**src/rtl/axi_adapter_2_if.sv**
```systemverilog
// rtl/axi_adapter_2_if.sv - 64-bit AXI4 master/slave bundle used by axi_adapter_2
interface axi_adapter_2_if #(
    parameter int ID_WIDTH = 10
);
    logic                aw_valid;
    logic                aw_ready;
    logic [63:0]         aw_addr;
    logic [7:0]          aw_len;
    logic [2:0]          aw_size;
    logic [1:0]          aw_burst;
    logic [ID_WIDTH-1:0] aw_id;
    logic [3:0]          aw_cache;
    logic [2:0]          aw_prot;
    logic                aw_lock;
    logic [3:0]          aw_qos;
    logic [3:0]          aw_region;

    logic                w_valid;
    logic                w_ready;
    logic [63:0]         w_data;
    logic [7:0]          w_strb;
    logic                w_last;

    logic                b_valid;
    logic                b_ready;
    logic [ID_WIDTH-1:0] b_id;

    logic                ar_valid;
    logic                ar_ready;
    logic [63:0]         ar_addr;
    logic [7:0]          ar_len;
    logic [2:0]          ar_size;
    logic [1:0]          ar_burst;
    logic [ID_WIDTH-1:0] ar_id;
    logic [3:0]          ar_cache;
    logic [2:0]          ar_prot;
    logic                ar_lock;
    logic [3:0]          ar_qos;
    logic [3:0]          ar_region;

    logic                r_valid;
    logic                r_ready;
    logic [63:0]         r_data;
    logic [ID_WIDTH-1:0] r_id;
    logic                r_last;

    modport master (
        output aw_valid, aw_addr, aw_len, aw_size, aw_burst, aw_id,
               aw_cache, aw_prot, aw_lock, aw_qos, aw_region,
        input  aw_ready,
        output w_valid, w_data, w_strb, w_last,
        input  w_ready,
        input  b_valid, b_id,
        output b_ready,
        output ar_valid, ar_addr, ar_len, ar_size, ar_burst, ar_id,
               ar_cache, ar_prot, ar_lock, ar_qos, ar_region,
        input  ar_ready,
        input  r_valid, r_data, r_id, r_last,
        output r_ready
    );

    modport slave (
        input  aw_valid, aw_addr, aw_len, aw_size, aw_burst, aw_id,
               aw_cache, aw_prot, aw_lock, aw_qos, aw_region,
        output aw_ready,
        input  w_valid, w_data, w_strb, w_last,
        output w_ready,
        output b_valid, b_id,
        input  b_ready,
        input  ar_valid, ar_addr, ar_len, ar_size, ar_burst, ar_id,
               ar_cache, ar_prot, ar_lock, ar_qos, ar_region,
        output ar_ready,
        output r_valid, r_data, r_id, r_last,
        input  r_ready
    );
endinterface

```
**src/rtl/axi_adapter_2.sv**
```systemverilog
// rtl/axi_adapter_2.sv - cache read/write requests onto a 64-bit AXI4 master; AXI_ADAPTER_RD_WORD_EN exposes per-beat read data
module axi_adapter_2 #(
    parameter  int DATA_WORDS   = 8,
    parameter  int AXI_ID_WIDTH = 10,
    localparam int CNT_W        = (DATA_WORDS > 1) ? $clog2(DATA_WORDS) : 1
) (
    input  logic                             clk_i,
    input  logic                             rst_i,

    input  logic                             rd_req_i,
    output logic                             rd_gnt_o,
    input  logic [63:0]                      rd_addr_i,
    input  logic [CNT_W-1:0]                 rd_blen_i,
    input  logic [1:0]                       rd_size_i,
    input  logic [AXI_ID_WIDTH-1:0]          rd_id_i,
    input  logic                             rd_rdy_i,
    output logic                             rd_valid_o,
    output logic [DATA_WORDS-1:0][63:0]      rd_data_o,
    output logic [AXI_ID_WIDTH-1:0]          rd_id_o,
    output logic [63:0]                      rd_word_o,
    output logic                             rd_word_valid_o,
    output logic [CNT_W-1:0]                 rd_word_cnt_o,

    input  logic                             wr_req_i,
    output logic                             wr_gnt_o,
    input  logic [63:0]                      wr_addr_i,
    input  logic [DATA_WORDS-1:0][63:0]      wr_data_i,
    input  logic [DATA_WORDS-1:0][7:0]       wr_be_i,
    input  logic [CNT_W-1:0]                 wr_blen_i,
    input  logic [1:0]                       wr_size_i,
    input  logic [AXI_ID_WIDTH-1:0]          wr_id_i,
    input  logic                             wr_rdy_i,
    output logic                             wr_valid_o,
    output logic [AXI_ID_WIDTH-1:0]          wr_id_o,

    axi_adapter_2_if.master                  axi
);
    typedef enum logic {WR_IDLE, WR_BUSY} wr_state_t;

    wr_state_t        wr_state, wr_state_next;
    logic             aw_done, aw_done_next;
    logic             w_done, w_done_next;
    logic [CNT_W-1:0] wcnt, wcnt_next;
    logic [CNT_W-1:0] cnt;
    logic             aw_req, w_req, aw_hs, w_hs, w_last_beat, r_hs;

    // AR: pure passthrough of the request, gated only by reset
    assign axi.ar_valid  = rd_req_i & ~rst_i;
    assign axi.ar_addr   = rd_addr_i;
    assign axi.ar_len    = {{(8-CNT_W){1'b0}}, rd_blen_i};
    assign axi.ar_size   = {1'b0, rd_size_i};
    assign axi.ar_burst  = 2'b01;
    assign axi.ar_id     = rd_id_i;
    assign axi.ar_cache  = '0;
    assign axi.ar_prot   = '0;
    assign axi.ar_lock   = 1'b0;
    assign axi.ar_qos    = '0;
    assign axi.ar_region = '0;
    assign rd_gnt_o      = axi.ar_valid & axi.ar_ready;

    assign axi.r_ready = ~rd_valid_o & ~rst_i;
    assign r_hs        = axi.r_valid & axi.r_ready;

    always_ff @(posedge clk_i) begin
        if (rst_i) begin
            rd_valid_o <= 1'b0;
            rd_id_o    <= '0;
            rd_data_o  <= '0;
            cnt        <= '0;
        end else begin
            if (rd_valid_o && rd_rdy_i) begin
                rd_valid_o <= 1'b0;
            end
            if (r_hs) begin
                rd_data_o[cnt] <= axi.r_data;
                if (axi.r_last) begin
                    rd_valid_o <= 1'b1;
                    rd_id_o    <= axi.r_id;
                    cnt        <= '0;
                end else begin
                    cnt <= cnt + 1'b1;
                end
            end
        end
    end

`ifdef AXI_ADAPTER_RD_WORD_EN
    assign rd_word_o       = axi.r_data;
    assign rd_word_valid_o = r_hs;
    assign rd_word_cnt_o   = cnt;
`else
    assign rd_word_o       = '0;
    assign rd_word_valid_o = 1'b0;
    assign rd_word_cnt_o   = '0;
`endif

    // AW and W launch together; each then drops independently once its side is done
    assign aw_req      = ~rst_i & ((wr_state == WR_IDLE) ? wr_req_i : ~aw_done);
    assign w_req       = ~rst_i & ((wr_state == WR_IDLE) ? wr_req_i : ~w_done);
    assign aw_hs       = aw_req & axi.aw_ready;
    assign w_hs        = w_req & axi.w_ready;
    assign w_last_beat = (wcnt == wr_blen_i);

    assign axi.aw_valid  = aw_req;
    assign axi.aw_addr   = wr_addr_i;
    assign axi.aw_len    = {{(8-CNT_W){1'b0}}, wr_blen_i};
    assign axi.aw_size   = {1'b0, wr_size_i};
    assign axi.aw_burst  = 2'b01;
    assign axi.aw_id     = wr_id_i;
    assign axi.aw_cache  = '0;
    assign axi.aw_prot   = '0;
    assign axi.aw_lock   = 1'b0;
    assign axi.aw_qos    = '0;
    assign axi.aw_region = '0;

    assign axi.w_valid = w_req;
    assign axi.w_data  = wr_data_i[wcnt];
    assign axi.w_strb  = wr_be_i[wcnt];
    assign axi.w_last  = w_last_beat;

    always_comb begin
        wr_state_next = wr_state;
        aw_done_next  = aw_done;
        w_done_next   = w_done;
        wcnt_next     = wcnt;
        wr_gnt_o      = 1'b0;
        case (wr_state)
            WR_IDLE: if (wr_req_i) wr_state_next = WR_BUSY;
            WR_BUSY: wr_state_next = WR_BUSY;
            default: wr_state_next = WR_IDLE;
        endcase
        if (aw_hs) begin
            aw_done_next = 1'b1;
        end
        if (w_hs) begin
            if (w_last_beat) w_done_next = 1'b1;
            else             wcnt_next   = wcnt + 1'b1;
        end
        if ((aw_done | aw_hs) & (w_done | (w_hs & w_last_beat))) begin
            wr_gnt_o      = 1'b1;
            wr_state_next = WR_IDLE;
            aw_done_next  = 1'b0;
            w_done_next   = 1'b0;
            wcnt_next     = '0;
        end
    end

    always_ff @(posedge clk_i) begin
        if (rst_i) begin
            wr_state <= WR_IDLE;
            aw_done  <= 1'b0;
            w_done   <= 1'b0;
            wcnt     <= '0;
        end else begin
            wr_state <= wr_state_next;
            aw_done  <= aw_done_next;
            w_done   <= w_done_next;
            wcnt     <= wcnt_next;
        end
    end

    assign wr_valid_o  = axi.b_valid & ~rst_i;
    assign wr_id_o     = axi.b_id;
    assign axi.b_ready = wr_rdy_i & ~rst_i;
endmodule

```
**src/flat_wrapper.sv**
```systemverilog
// flat-port wrapper written by rule: the top's interface ports become plain ports
module axi_adapter_2_flat 
#(
    parameter  int DATA_WORDS   = 8,
    parameter  int AXI_ID_WIDTH = 10,
    localparam int CNT_W        = (DATA_WORDS > 1) ? $clog2(DATA_WORDS) : 1
)
  (clk_i, rst_i, rd_req_i, rd_gnt_o, rd_addr_i, rd_blen_i, rd_size_i, rd_id_i, rd_rdy_i, rd_valid_o, rd_data_o, rd_id_o, rd_word_o, rd_word_valid_o, rd_word_cnt_o, wr_req_i, wr_gnt_o, wr_addr_i, wr_data_i, wr_be_i, wr_blen_i, wr_size_i, wr_id_i, wr_rdy_i, wr_valid_o, wr_id_o, axi_aw_valid, axi_aw_addr, axi_aw_len, axi_aw_size, axi_aw_burst, axi_aw_id, axi_aw_cache, axi_aw_prot, axi_aw_lock, axi_aw_qos, axi_aw_region, axi_aw_ready, axi_w_valid, axi_w_data, axi_w_strb, axi_w_last, axi_w_ready, axi_b_valid, axi_b_id, axi_b_ready, axi_ar_valid, axi_ar_addr, axi_ar_len, axi_ar_size, axi_ar_burst, axi_ar_id, axi_ar_cache, axi_ar_prot, axi_ar_lock, axi_ar_qos, axi_ar_region, axi_ar_ready, axi_r_valid, axi_r_data, axi_r_id, axi_r_last, axi_r_ready);
  axi_adapter_2_if #(.ID_WIDTH((10))) axi_i ();
  input  logic clk_i;
  input  logic rst_i;
  input  logic rd_req_i;
  output logic rd_gnt_o;
  input  logic [63:0] rd_addr_i;
  input  logic [CNT_W-1:0] rd_blen_i;
  input  logic [1:0] rd_size_i;
  input  logic [AXI_ID_WIDTH-1:0] rd_id_i;
  input  logic rd_rdy_i;
  output logic rd_valid_o;
  output logic [DATA_WORDS-1:0][63:0] rd_data_o;
  output logic [AXI_ID_WIDTH-1:0] rd_id_o;
  output logic [63:0] rd_word_o;
  output logic rd_word_valid_o;
  output logic [CNT_W-1:0] rd_word_cnt_o;
  input  logic wr_req_i;
  output logic wr_gnt_o;
  input  logic [63:0] wr_addr_i;
  input  logic [DATA_WORDS-1:0][63:0] wr_data_i;
  input  logic [DATA_WORDS-1:0][7:0] wr_be_i;
  input  logic [CNT_W-1:0] wr_blen_i;
  input  logic [1:0] wr_size_i;
  input  logic [AXI_ID_WIDTH-1:0] wr_id_i;
  input  logic wr_rdy_i;
  output logic wr_valid_o;
  output logic [AXI_ID_WIDTH-1:0] wr_id_o;
  output wire logic [$bits(axi_i.aw_valid)-1:0] axi_aw_valid;
  output wire logic [$bits(axi_i.aw_addr)-1:0] axi_aw_addr;
  output wire logic [$bits(axi_i.aw_len)-1:0] axi_aw_len;
  output wire logic [$bits(axi_i.aw_size)-1:0] axi_aw_size;
  output wire logic [$bits(axi_i.aw_burst)-1:0] axi_aw_burst;
  output wire logic [$bits(axi_i.aw_id)-1:0] axi_aw_id;
  output wire logic [$bits(axi_i.aw_cache)-1:0] axi_aw_cache;
  output wire logic [$bits(axi_i.aw_prot)-1:0] axi_aw_prot;
  output wire logic [$bits(axi_i.aw_lock)-1:0] axi_aw_lock;
  output wire logic [$bits(axi_i.aw_qos)-1:0] axi_aw_qos;
  output wire logic [$bits(axi_i.aw_region)-1:0] axi_aw_region;
  input wire logic [$bits(axi_i.aw_ready)-1:0] axi_aw_ready;
  output wire logic [$bits(axi_i.w_valid)-1:0] axi_w_valid;
  output wire logic [$bits(axi_i.w_data)-1:0] axi_w_data;
  output wire logic [$bits(axi_i.w_strb)-1:0] axi_w_strb;
  output wire logic [$bits(axi_i.w_last)-1:0] axi_w_last;
  input wire logic [$bits(axi_i.w_ready)-1:0] axi_w_ready;
  input wire logic [$bits(axi_i.b_valid)-1:0] axi_b_valid;
  input wire logic [$bits(axi_i.b_id)-1:0] axi_b_id;
  output wire logic [$bits(axi_i.b_ready)-1:0] axi_b_ready;
  output wire logic [$bits(axi_i.ar_valid)-1:0] axi_ar_valid;
  output wire logic [$bits(axi_i.ar_addr)-1:0] axi_ar_addr;
  output wire logic [$bits(axi_i.ar_len)-1:0] axi_ar_len;
  output wire logic [$bits(axi_i.ar_size)-1:0] axi_ar_size;
  output wire logic [$bits(axi_i.ar_burst)-1:0] axi_ar_burst;
  output wire logic [$bits(axi_i.ar_id)-1:0] axi_ar_id;
  output wire logic [$bits(axi_i.ar_cache)-1:0] axi_ar_cache;
  output wire logic [$bits(axi_i.ar_prot)-1:0] axi_ar_prot;
  output wire logic [$bits(axi_i.ar_lock)-1:0] axi_ar_lock;
  output wire logic [$bits(axi_i.ar_qos)-1:0] axi_ar_qos;
  output wire logic [$bits(axi_i.ar_region)-1:0] axi_ar_region;
  input wire logic [$bits(axi_i.ar_ready)-1:0] axi_ar_ready;
  input wire logic [$bits(axi_i.r_valid)-1:0] axi_r_valid;
  input wire logic [$bits(axi_i.r_data)-1:0] axi_r_data;
  input wire logic [$bits(axi_i.r_id)-1:0] axi_r_id;
  input wire logic [$bits(axi_i.r_last)-1:0] axi_r_last;
  output wire logic [$bits(axi_i.r_ready)-1:0] axi_r_ready;
  assign axi_aw_valid = axi_i.aw_valid;
  assign axi_aw_addr = axi_i.aw_addr;
  assign axi_aw_len = axi_i.aw_len;
  assign axi_aw_size = axi_i.aw_size;
  assign axi_aw_burst = axi_i.aw_burst;
  assign axi_aw_id = axi_i.aw_id;
  assign axi_aw_cache = axi_i.aw_cache;
  assign axi_aw_prot = axi_i.aw_prot;
  assign axi_aw_lock = axi_i.aw_lock;
  assign axi_aw_qos = axi_i.aw_qos;
  assign axi_aw_region = axi_i.aw_region;
  assign axi_i.aw_ready = axi_aw_ready;
  assign axi_w_valid = axi_i.w_valid;
  assign axi_w_data = axi_i.w_data;
  assign axi_w_strb = axi_i.w_strb;
  assign axi_w_last = axi_i.w_last;
  assign axi_i.w_ready = axi_w_ready;
  assign axi_i.b_valid = axi_b_valid;
  assign axi_i.b_id = axi_b_id;
  assign axi_b_ready = axi_i.b_ready;
  assign axi_ar_valid = axi_i.ar_valid;
  assign axi_ar_addr = axi_i.ar_addr;
  assign axi_ar_len = axi_i.ar_len;
  assign axi_ar_size = axi_i.ar_size;
  assign axi_ar_burst = axi_i.ar_burst;
  assign axi_ar_id = axi_i.ar_id;
  assign axi_ar_cache = axi_i.ar_cache;
  assign axi_ar_prot = axi_i.ar_prot;
  assign axi_ar_lock = axi_i.ar_lock;
  assign axi_ar_qos = axi_i.ar_qos;
  assign axi_ar_region = axi_i.ar_region;
  assign axi_i.ar_ready = axi_ar_ready;
  assign axi_i.r_valid = axi_r_valid;
  assign axi_i.r_data = axi_r_data;
  assign axi_i.r_id = axi_r_id;
  assign axi_i.r_last = axi_r_last;
  assign axi_r_ready = axi_i.r_ready;
  axi_adapter_2 #(.DATA_WORDS(DATA_WORDS), .AXI_ID_WIDTH(AXI_ID_WIDTH)) u_core (.clk_i(clk_i), .rst_i(rst_i), .rd_req_i(rd_req_i), .rd_gnt_o(rd_gnt_o), .rd_addr_i(rd_addr_i), .rd_blen_i(rd_blen_i), .rd_size_i(rd_size_i), .rd_id_i(rd_id_i), .rd_rdy_i(rd_rdy_i), .rd_valid_o(rd_valid_o), .rd_data_o(rd_data_o), .rd_id_o(rd_id_o), .rd_word_o(rd_word_o), .rd_word_valid_o(rd_word_valid_o), .rd_word_cnt_o(rd_word_cnt_o), .wr_req_i(wr_req_i), .wr_gnt_o(wr_gnt_o), .wr_addr_i(wr_addr_i), .wr_data_i(wr_data_i), .wr_be_i(wr_be_i), .wr_blen_i(wr_blen_i), .wr_size_i(wr_size_i), .wr_id_i(wr_id_i), .wr_rdy_i(wr_rdy_i), .wr_valid_o(wr_valid_o), .wr_id_o(wr_id_o), .axi(axi_i));
endmodule
```
**config.mk**
```make
export PLATFORM = sky130hd
export DESIGN_NAME = axi_adapter_2_flat
export DESIGN_NICKNAME = d
export VERILOG_FILES = /design/src/rtl/axi_adapter_2_if.sv /design/src/rtl/axi_adapter_2.sv /design/src/flat_wrapper.sv
export SDC_FILE = /design/constraint.sdc
export NUM_CORES = 1
export LEC_CHECK = 0
export ABC_AREA = 1
export BUFFER_PORTS_ARGS = -buffer_cell sky130_fd_sc_hd__buf_2
export CAP_MARGIN = 20
export CORE_AREA = 2 2 663 665
export CTS_CLUSTER_SIZE = 8
export DETAILED_ROUTE_END_ITERATION = 8
export DIE_AREA = 0 0 665 667
export SLEW_MARGIN = 10
export SYNTH_ARGS = -nofsm -noshare
export SYNTH_HDL_FRONTEND = slang
export SYNTH_SLANG_ARGS = --single-unit
export TNS_END_PERCENT = 30
```
**constraint.sdc**
```tcl
create_clock -name clk_i -period 3.55 [get_ports clk_i]
set_input_delay 0.5325 -clock clk_i [delete_from_list [all_inputs] [get_ports clk_i]]
set_output_delay 0.5325 -clock clk_i [all_outputs]
set_load 0.1 [all_outputs]
```
==> impl_metrics.json <==
{
  "cts_num_sinks": 532,
  "arrival_ns": 2.92,
  "nNetsFinal": 5618,
  "netlist.area_leader.share_pct": 40.67,
  "setup_viol": 0,
  "setup-tns-final_ns": 0,
  "fin_ws_ns": 0.09449,
  "dp_slack_ns": -0.1401,
  "worst_setup_path_end_kind": "primary output",
  "dieWidth_um": 665,
  "postRouteAntennaNets": 0,
  "wl_per_cell_um": 24.45,
  "vdd_drop_max_v": 0.0003330,
  "fmax_mhz": 289.4,
  "fin_cells": 10680,
  "portBuffers": 1271,
  "crit_path_max_fanout": 29,
  "antenna_found_initial": 134,
  "status": "finished, final reports clean",
  "synth-edff-count": 0,
  "vias": 31490,
  "cts_tree": "done",
  "start_util_pct": 5.997,
  "drt_first_pass_iters": 6,
  "cts_setup_buffers": 0,
  "yosys.area.top_type": "dfxtp_1",
  "hold_buffers": 0,
  "syn_to_final_growth_pct": 57.76,
  "clock_latency_ns": 0.72,
  "cpLargestDelayFamily": "compound AO/OA/AOI/OAI gates",
  "ys_warn_count": 0,
  "clock-skew-final_ns": 0.06423,
  "min_period_ns": 3.456,
  "netlist_instances": 3841,
  "crit_path_top_delay_cell": "dfxtp_4",
  "worstPathCellList": "buf_12 -> buf_16 -> o21ai_0 -> o21ai_0 -> a21oi_1 -> a31oi_1 -> buf_12",
  "grt_max_degree": 179,
  "grt_pass1_wl_um": 319700,
  "rows": 243,
  "htree_levels": 3,
  "clockRootBuffer": "clkbuf_16",
  "fin_util_pct": 9.462,
  "place_area_um2": 38400,
  "path_class": "register to primary output",
  "ys_seq_area_share_pct": 40.67,
  "yosys-top-cells-count": "nor2_1 (1,395), o21ai_1 (542), dfxtp_1 (532), buf_4 (293), o21ai_0 (260)",
  "io_pins": 1718,
  "total_power_mw": 17.96,
  "final_area_um2": 41310,
  "timing.slew.headroom_pct": 26.63,
  "critPathMaxStageDelay_ns": 0.45,
  "via_per_inst": 2.947,
  "power_density_nw_per_um2": 434.8,
  "synth-main-ff-cell": "dfxtp_1",
  "maxSlewViolCount": 0,
  "max-clock-path-buffers": 3,
  "tightest_slew_ns": 1.101,
  "dpl.hpwl_um": 211700,
  "crit_buf_inv": 3,
  "grt-ovfl-total": 0,
  "n_fill_cell": 51290,
  "start_kind": "register",
  "required_ns": 3.02,
  "fin_crit_sh_pct": 97.34,
  "final_hold_viol_count": 0,
  "routed_wl_um": 261200,
  "rsz0062_at_grt": "true",
  "die_h_um": 667,
  "yosysMostFrequentCell": "nor2_1",
  "clkTransAtPathRegs_ns": 0.06,
  "synth.ff_latch_count": 532,
  "drtIter0Drc": 3037,
  "p_leak_nw": 18.26,
  "drive_above_1_share_pct": 31.97,
  "die_area_um2": 443600,
  "routabilityCongestion": 0.9484,
  "dpl.cell_count": 10460,
  "syn-cell-area_um2": 26190,
  "grt_pass1_vias": 28660,
  "ys_types": 29,
  "worst_hold_slack_ns": 0.1173,
  "ys_async_sr_fraction_pct": 0,
  "synth_area_per_cell_um2": 6.817,
  "yosys-top-cells-area": "dfxtp_1 (41%), nor2_1 (20%), o21ai_1 (10%)",
  "regToRegSetupSlack_ns": 1.27,
  "hp-class": "input pin to register",
  "drc": 0,
  "drv_cap": 0,
  "cts_buffers": 80,
  "grt.total_usage_pct": 11.10,
  "core_area_um2": 436600
}
==> area by class of cell <==
| type | instances | area (um^2) | share of cell area [%] |
|---|---|---|---|
| multi-input combinational | 2761 | 12020 | 29.10 |
| clock inverter | 15 | 240.2 | 0.5815 |
| timing repair buffer | 1373 | 8650 | 20.94 |
| sequential | 532 | 10660 | 25.81 |
| inverter | 38 | 203.9 | 0.4937 |
| antenna | 123 | 307.8 | 0.7451 |
| tap | 5757 | 7203 | 17.44 |
| clock buffer | 83 | 2023 | 4.898 |
==> flip-flops by register name, summed over array words and instances, names as in the netlist <==
register,cells
u_core.rd_data_o,512
u_core.rd_id_o,10
u_core.cnt,3
u_core.wcnt,3
u_core.aw_done,1
u_core.rd_valid_o,1
u_core.w_done,1
u_core.wr_state,1
==> kinds of logic after synthesis <==
kind of cell	Yosys count	share of synthesized area, %
flip-flops	532	40.67
XOR/XNOR	2	0.06691
other	2	0.02868
buffers and inverters	662	15.87
AND/OR/NAND/NOR	1681	24.57
adder cells (fa/ha/maj)	2	0.09555
AO/OA/AOI/OAI	960	18.70
==> where the power goes <==
part           switching (mW)  total, mW  internal [mW]
logic                    3.57       4.54          0.970
clock network            3.13       7.27           4.14
registers              0.0585       6.15           6.09
total                    6.76       18.0           11.2
==> worst paths after layout <==
kind,startpoint,endpoint,depth (start not counted)
max,u_core.wcnt[0],axi_w_data[43],7
min,axi_r_id[4],u_core.rd_id_o[4],3
max reg2reg,u_core.wcnt[1],u_core.wcnt[0],10
min reg2reg,u_core.rd_id_o[2],u_core.rd_id_o[2],2
==> tightest hold or removal path, stage by stage <==
cell	delay, ns
buf_2	0.10
nand3_1	0.07
a21oi_1	0.06
==> metal layers <==
layer	vias to the layer above	part of all wire, %	track usage (%)
met5	-	0.25	0.5969
met2	2008	51	20.05
met3	571	11	4.660
met4	46	7.3	6.757
li1	13940	-	-
met1	14920	31	10.34
==> repair_timing <==
item | in CTS | in global routing
resized for setup | 47 | 25
pin swaps | 4 | 2
endpoints found under the setup margin | 55 | 26
cloned | 2 | 0
==> layout by cell type, fill, tap and decap left out, types with 24 or more instances in the layout <==
cell       count
nand2_1      253
conb_1       116
nor2_1      1393
dfxtp_1      529
clkbuf_16     80
o21ai_0      242
a21oi_1       81
buf_2       1195
diode_2      123
buf_4         71
a31oi_1       51
buf_12        98
inv_1         24
o21ai_1      552
Power figures use the tool's default switching activity.
